### config.mk
export PLATFORM = sky130hd
export DESIGN_NAME = serial_subtractor
export DESIGN_NICKNAME = d
export VERILOG_FILES = /design/src/rtl/serial_subtractor.sv
export SDC_FILE = /design/constraint.sdc
export NUM_CORES = 1
export LEC_CHECK = 0
export CAP_MARGIN = 20
export CELL_PAD_IN_SITES_DETAIL_PLACEMENT = 2
export CELL_PAD_IN_SITES_GLOBAL_PLACEMENT = 2
export CORE_MARGIN = 5
export CORE_UTILIZATION = 43
export CTS_CLUSTER_DIAMETER = 200
export DETAILED_ROUTE_END_ITERATION = 8
export DONT_BUFFER_PORTS = 1
export GPL_TIMING_DRIVEN = 0
export HOLD_SLACK_MARGIN = 0.06
export PLACE_DENSITY_LB_ADDON = 0.25
export SLEW_MARGIN = 20
export SYNTH_ARGS = -nofsm -noshare
export SYNTH_HDL_FRONTEND = slang
export SYNTH_SLANG_ARGS = --single-unit
### constraint.sdc
create_clock -name clk -period 3.9 [get_ports clk]
set_clock_uncertainty 0.1 [all_clocks]
set_input_delay 0.585 -clock clk [delete_from_list [all_inputs] [get_ports clk]]
set_output_delay 0.585 -clock clk [all_outputs]
set_load 0.01 [all_outputs]
### src/rtl/serial_subtractor.sv
// Bit-serial unsigned subtractor: a - b - bi, LSB first, one full-subtractor cell plus a borrow flop.
// Latency: done pulses WIDTH+1 cycles after the accepting edge; one operation per WIDTH+2 cycles.
// Backpressure: start_ready is high only in IDLE; start_valid is ignored otherwise (no queueing).
module serial_subtractor #(
   parameter int WIDTH = 8
) (
   input  logic             clk,
   input  logic             rst,
   input  logic             start_valid,
   output logic             start_ready,
   input  logic [WIDTH-1:0] a,
   input  logic [WIDTH-1:0] b,
   input  logic             bi,
   output logic [WIDTH-1:0] diff,
   output logic             bo,
   output logic             done,
   output logic             busy
);

   localparam int CW = $clog2(WIDTH + 1);

   typedef enum logic [1:0] {
      IDLE  = 2'd0,
      SHIFT = 2'd1,
      DONE  = 2'd2
   } state_t;

   state_t           state_q, state_d;
   logic [WIDTH-1:0] sa_q, sa_d;
   logic [WIDTH-1:0] sb_q, sb_d;
   logic [WIDTH-1:0] sd_q, sd_d;
   logic             br_q, br_d;
   logic [CW-1:0]    cnt_q, cnt_d;
   logic [WIDTH-1:0] diff_q, diff_d;
   logic             bo_q, bo_d;

   // The single full-subtractor cell operating on the current LSBs.
   logic sub_bit;
   logic sub_borrow;
   assign sub_bit    = sa_q[0] ^ sb_q[0] ^ br_q;
   assign sub_borrow = (~sa_q[0] & sb_q[0]) | (~(sa_q[0] ^ sb_q[0]) & br_q);

   // State and datapath registers; reset aborts any operation without touching results later.
   always_ff @(posedge clk or posedge rst) begin
      if (rst) begin
         state_q <= IDLE;
         sa_q    <= '0;
         sb_q    <= '0;
         sd_q    <= '0;
         br_q    <= 1'b0;
         cnt_q   <= '0;
         diff_q  <= '0;
         bo_q    <= 1'b0;
      end else begin
         state_q <= state_d;
         sa_q    <= sa_d;
         sb_q    <= sb_d;
         sd_q    <= sd_d;
         br_q    <= br_d;
         cnt_q   <= cnt_d;
         diff_q  <= diff_d;
         bo_q    <= bo_d;
      end
   end

   // Next-state, datapath update and state-decoded status outputs.
   always_comb begin
      state_d     = state_q;
      sa_d        = sa_q;
      sb_d        = sb_q;
      sd_d        = sd_q;
      br_d        = br_q;
      cnt_d       = cnt_q;
      diff_d      = diff_q;
      bo_d        = bo_q;
      start_ready = 1'b0;
      busy        = 1'b1;
      done        = 1'b0;

      case (state_q)
         IDLE: begin
            start_ready = 1'b1;
            busy        = 1'b0;
            if (start_valid) begin
               sa_d    = a;
               sb_d    = b;
               br_d    = bi;
               sd_d    = '0;
               cnt_d   = '0;
               state_d = SHIFT;
            end
         end
         SHIFT: begin
            sa_d = sa_q >> 1;
            sb_d = sb_q >> 1;
            // Shift then overwrite the MSB so WIDTH=1 needs no special slice.
            sd_d            = sd_q >> 1;
            sd_d[WIDTH-1]   = sub_bit;
            br_d            = sub_borrow;
            cnt_d           = cnt_q + CW'(1);
            if (cnt_q == CW'(WIDTH - 1)) begin
               // Results are captured only here, so they hold across later operations.
               diff_d  = sd_d;
               bo_d    = sub_borrow;
               state_d = DONE;
            end
         end
         DONE: begin
            done    = 1'b1;
            state_d = IDLE;
         end
         default: begin
            state_d = IDLE;
         end
      endcase
   end

   assign diff = diff_q;
   assign bo   = bo_q;

endmodule

==> flow_summary.toml, run 1 <==
[drt]
drt_iter0_markers = 38
vias = 1172
drc_errors = 0
dr.pass1.iters = 4
viasPerCell = 5.69
ant_nets = 0
wire_per_inst_um = 20.1
routed_wl_mm = 4.15

[logic_synthesis]
synth_fp_nets = 170
postSynthCellCount = 148
yosys-top-cells-count = "dfrtp_1 (39), nand2_1 (15), a21oi_1 (13), o21ai_0 (13), and3b_1 (11)"
synth_area_leaders = "dfrtp_1 (57%), mux2_2 (6.0%), and3b_1 (5.7%)"
synth-simple-area-share = 0.123
synth-seq-cells = 39
synthArstFlopShare = 1.00
synthMuxAreaShare = 0.0714
synth-main-ff-cell = "dfrtp_1"
synthAdderAreaFrac = 0.0191
synth_xor_area_frac = 0
synth_top_family_by_area = "compound AO/OA/AOI/OAI gates"
ys_seq_area_frac = 0.574
yosysMostFrequentCell = "dfrtp_1"
synth_top_cell_area_share = 0.574
synth_warnings = 0
synth_compound_area_frac = 0.171
synth_area_leader_cell = "dfrtp_1"
synth_edf_count = 0
syn_area_um2 = 1700
syn_area_per_cell_um2 = 11.5
synthDistinctLibCells = 25

[timing]
final-hold-violation-count = 0
layout_min_cycle_time_ns = 2.19
max_freq_mhz = 457
drv_slew = 0
worst_hold_slack_ns = 0.375
min_period_over_period = 0.560
slew-limit-headroom = 0.728
tns_ns = 0
rsz0062_at_grt = "no"
setup_viol_count_final = 0
tightest_slew_ns = 0.407

[floorplanning]
initial_core_util = 0.454
coreArea_um2 = 3740
ioPinCount = 32
fp.dieW_um = 72.9
rows = 22
fp.dieH_um = 72.9
die_area_um2 = 5310

[worst_setup_path]
critPathLaunch = "state_q[0]"
arrival_ns = 1.50
r2r_slack_ns = 2.15
crit_path_end_kind = "primary output"
cp.required_ns = 3.21
regToRegEndpoint = "diff[0]"
cp_max_fo = 10
rr_startpoint = "cnt_q[0]"
crit_type = "register to primary output"
reg2reg_depth = 5
start_kind = "register"

[global_route]
overflow = 0
antenna_found_initial = 0
grt_pass1_wl_mm = 7.16
first_global_vias = 1430
track_usage = 0.179
grt_max_degree = 27

[pwr]
p_per_area_nw_per_um2 = 752
vdd_drop_max_mv = 0.311
p_leak_uw = 0.000899

[cells_and_area]
n_antenna_cell = 0
drive_above_1_share = 0.171
fin_nets = 179
area_growth_pct = 11.2
multi_input_area_um2 = 653
regArea_um2 = 976
fillers = 382

[hold_path]
hold_start = "b[7]"
hold_path_end = "sb_q[7]"
hold_path_class = "input pin to register"
hold_depth = 1

[clock_network]
cts_hold_buf = 1
insertion_delay_ns = 0.29
cts_tree = "yes"
cts-resized-gates = 0
ctsLongestPathBuffers = 2
clkSinkCount = 39
cts.clk_slew.worst_paths_ns = 0.07
ctsRootBufferMaster = "clkbuf_8"
cts-htree-levels = 2
cts-buffers-inserted = 5
cts_setup_buffers = 0

[run_status]
status = "finished clean"

[place]
post-dp-hpwl_mm = 3.04
portBuffers = 0
routabilityCongestion = 0.738

[flow_run]
max-cap-violations = 0
sequential cells by signal, indices dropped and copies added (netlist names):
signal   flops
sa_q         8
sb_q         8
sd_q         7
br_q         1
bo           1
diff         8
state_q      2
cnt_q        4
stage by stage:
stage | cell area [µm²] | instances | power, µW | utilization | setup WS (ns)
global placement | 1760 | 196 | 1080 | 0.470 | 1.92
floorplan | 1700 | 148 | 996 | - | 2.24
finish | 1890 | 206 | 1420 | 0.505 | 1.71
detailed placement | 1780 | 197 | 1140 | 0.476 | 2.01
CTS | 1890 | 206 | 1440 | 0.505 | 1.70
global route | 1890 | 206 | 1530 | 0.505 | 1.53
cells in the final DEF, fill, tap and decap left out:
| cell type | Yosys | routed |
|---|---|---|
| a21oi_1 | 13 | 13 |
| buf_2 | 6 | 6 |
| inv_2 | 0 | 1 |
| mux2i_1 | 2 | 2 |
| o21ai_0 | 13 | 13 |
| buf_12 | 0 | 1 |
| buf_4 | 1 | 1 |
| nor3b_2 | 1 | 1 |
| and3b_1 | 11 | 11 |
| ha_1 | 1 | 1 |
| nand2_1 | 15 | 15 |
| clkbuf_8 | 0 | 7 |
| nor2_1 | 2 | 2 |
| dfrtp_1 | 39 | 39 |
| a41oi_1 | 1 | 1 |
| o22ai_1 | 2 | 2 |
| a22o_1 | 9 | 9 |
| inv_1 | 6 | 5 |
| a32o_1 | 2 | 2 |
| a22oi_1 | 3 | 3 |
| a31oi_1 | 1 | 1 |
| nand3_1 | 1 | 1 |
| fa_1 | 1 | 1 |
| nand2b_1 | 1 | 1 |
| dlygate4sd3_1 | 0 | 1 |
| mux2_2 | 9 | 9 |
| nor2b_1 | 4 | 4 |
| o21bai_2 | 1 | 1 |
| clkbuf_1 | 3 | 4 |
critical path, stage by stage (launching register included):
cell,delay (ns)
dfrtp_1,0.45
clkbuf_1,0.32
buf_2,0.31
nor2b_1,0.12
worst max-delay path by stage:
stage	end	slack, ns	depth (start not counted)
after global routing	done	1.53	3
after global placement	diff[6]	1.92	1
after CTS	done	1.70	3
final	done	1.71	3
after detailed placement	done	2.01	3
after floorplan	busy	2.24	3
power breakdown:
| part | switching [µW] | total (µW) | internal (µW) |
|---|---|---|---|
| sequential | 137 | 697 | 559 |
| clock | 135 | 297 | 161 |
| combinational | 224 | 429 | 205 |
metal layers:
layer | wire [µm] | vias to the layer above | track usage | part of all wire
li1 | - | 539 | - | -
met1 | 1850 | 604 | 0.216 | 0.45
met2 | 2100 | 23 | 0.307 | 0.51
met3 | 142 | 6 | 0.0537 | 0.034
met4 | 52 | 0 | 0.0594 | 0.013
met5 | 0 | - | 0 | 0
cell families (layout without fill, tap and decap cells):
group / after synthesis / in the layout
compound gates: 45 / 45
flops: 39 / 39
simple gates: 35 / 35
buf+inv: 16 / 26
mux: 11 / 11
fa+ha+maj: 2 / 2
final cells by class:
class,instances,share of cell area
inverter,6,0.0119
tap,48,0.0318
timing repair buffer,2,0.0159
buffer,10,0.0258
sequential,39,0.516
clock buffer,8,0.0529
multi-input combinational,93,0.345
Power figures use the tool's default switching activity.
==> inputs of run 2 (changes only) <==
--- a/config.mk
+++ b/config.mk
@@ -9,7 +9,7 @@
 export CELL_PAD_IN_SITES_DETAIL_PLACEMENT = 2
 export CELL_PAD_IN_SITES_GLOBAL_PLACEMENT = 2
 export CORE_MARGIN = 5
-export CORE_UTILIZATION = 43
+export CORE_UTILIZATION = 40
 export CTS_CLUSTER_DIAMETER = 200
 export DETAILED_ROUTE_END_ITERATION = 8
 export DONT_BUFFER_PORTS = 1
==> constraint.sdc (replaced) <==
create_clock -name clk -period 2.2 [get_ports clk]
set_clock_uncertainty 0.1 [all_clocks]
set_input_delay 0.33 -clock clk [delete_from_list [all_inputs] [get_ports clk]]
set_output_delay 0.33 -clock clk [all_outputs]
set_load 0.01 [all_outputs]
==> run 2 against run 1 <==
Compared with the run above: sequential power increased by 76%; wire length fell by 0.53%; utilization decreased by 3.1 points; setup slack worse by 1.4 ns; global-route usage shrank 0.75 points; non-clock buffer count unchanged; via count is essentially flat; cell area is 1.7% higher; clock power grew 110%.
==> flow_summary.toml, run 2 (synthesis results as in run 1) <==
[run_status]
status = "finished clean"

[hold_path]
hold_path_class = "input pin to register"
hold_depth = 1
hold_start = "b[7]"
hold_path_end = "sb_q[7]"

[global_route]
antenna_found_initial = 0
grt_max_degree = 22
first_global_vias = 1421
overflow = 0
grt_pass1_wl_mm = 7.25
track_usage = 0.172

[clock_network]
cts-htree-levels = 2
ctsRootBufferMaster = "clkbuf_8"
cts_tree = "yes"
cts-resized-gates = 0
cts_setup_buffers = 0
cts-buffers-inserted = 5
cts_hold_buf = 1
cts.clk_slew.worst_paths_ns = 0.08
ctsLongestPathBuffers = 2
clkSinkCount = 39
insertion_delay_ns = 0.29

[flow_run]
max-cap-violations = 0

[pwr]
p_leak_uw = 0.000913
vdd_drop_max_mv = 0.570
p_per_area_nw_per_um2 = 1360

[drt]
vias = 1171
ant_nets = 0
viasPerCell = 5.63
routed_wl_mm = 4.12
wire_per_inst_um = 19.8
drt_iter0_markers = 34
dr.pass1.iters = 4
drc_errors = 0

[worst_setup_path]
regToRegEndpoint = "diff[0]"
crit_path_end_kind = "primary output"
start_kind = "register"
arrival_ns = 1.48
rr_startpoint = "cnt_q[0]"
reg2reg_depth = 5
cp.required_ns = 1.77
crit_type = "register to primary output"
r2r_slack_ns = 0.53
cp_max_fo = 10

[floorplanning]
initial_core_util = 0.419
coreArea_um2 = 4060
rows = 23
ioPinCount = 32
fp.dieH_um = 75.2
die_area_um2 = 5660
fp.dieW_um = 75.2

[timing]
setup_viol_count_final = 0
layout_min_cycle_time_ns = 1.91
final-hold-violation-count = 0
tns_ns = 0
tightest_slew_ns = 0.455
drv_slew = 0
worst_hold_slack_ns = 0.113
max_freq_mhz = 523
min_period_over_period = 0.870
slew-limit-headroom = 0.696
fin_ws_ns = 0.287
rsz0062_at_grt = "no"

[cells_and_area]
final_cell_mix = "dfrtp_1 (39), nand2_1 (15), o21ai_0 (13), a21oi_1 (13), and3b_1 (11)"
n_antenna_cell = 0
layout_commonest_cell = "dfrtp_1"
design_area_um2 = 1920
fillers = 409
drive_above_1_share = 0.177
regArea_um2 = 976
area_growth_pct = 13.0
fin_nets = 179
multi_input_area_um2 = 653

[place]
portBuffers = 0
pre_cts_ws_ns = 0.537
postPlaceCellArea_um2 = 1790
post-dp-hpwl_mm = 3.08
routabilityCongestion = 0.728
==> run 2: metrics by stage <==
step | cells | total power (µW) | util
finish | 208 | 2620 | 0.474
global route | 208 | 2820 | 0.474
CTS | 208 | 2670 | 0.474
detailed placement | 199 | 2030 | 0.441
global placement | 198 | 1930 | 0.434
floorplan | 148 | 1770 | -
==> run 2: worst max path at each step <==
stage                from       to  slack, ns  cells after the start
6_report       state_q[0]     busy       0.29                      3
3_3_place_gp          rst  sd_q[7]       0.46                      1
2_1_floorplan    cnt_q[0]  diff[0]       0.70                      5
5_1_grt        state_q[0]     busy       0.17                      3
3_5_place_dp     cnt_q[0]  diff[2]       0.54                      5
4_1_cts        state_q[0]     busy       0.26                      3
==> run 2: layer usage <==
| layer | vias up | share of wire | routed length [µm] | global-route usage |
|---|---|---|---|---|
| met5 | - | 0 | 0 | 0 |
| met4 | 0 | 0.012 | 51 | 0.0524 |
| met3 | 7 | 0.039 | 162 | 0.0427 |
| met2 | 20 | 0.51 | 2120 | 0.290 |
| met1 | 603 | 0.43 | 1790 | 0.218 |
| li1 | 541 | - | - | - |
==> run 2: cell type report <==
cell class | count | area share
Clock inverter | 2 | 0.0202
Clock buffer | 6 | 0.0430
Timing Repair Buffer | 2 | 0.0195
Multi-Input combinational cell | 93 | 0.340
Inverter | 6 | 0.0117
Sequential cell | 39 | 0.508
Buffer | 10 | 0.0254
Tap cell | 50 | 0.0326
==> run 2: worst max-delay path, cell delays in order, from the launching register on <==
cell	delay, ns
dfrtp_1	0.45
buf_2	0.23
nor2_1	0.36
inv_1	0.16
==> run 2: where the power goes <==
group / switching, µW / internal [µW]
clock network: 262 / 373
logic: 395 / 361
registers: 241 / 991
total: 897 / 1730
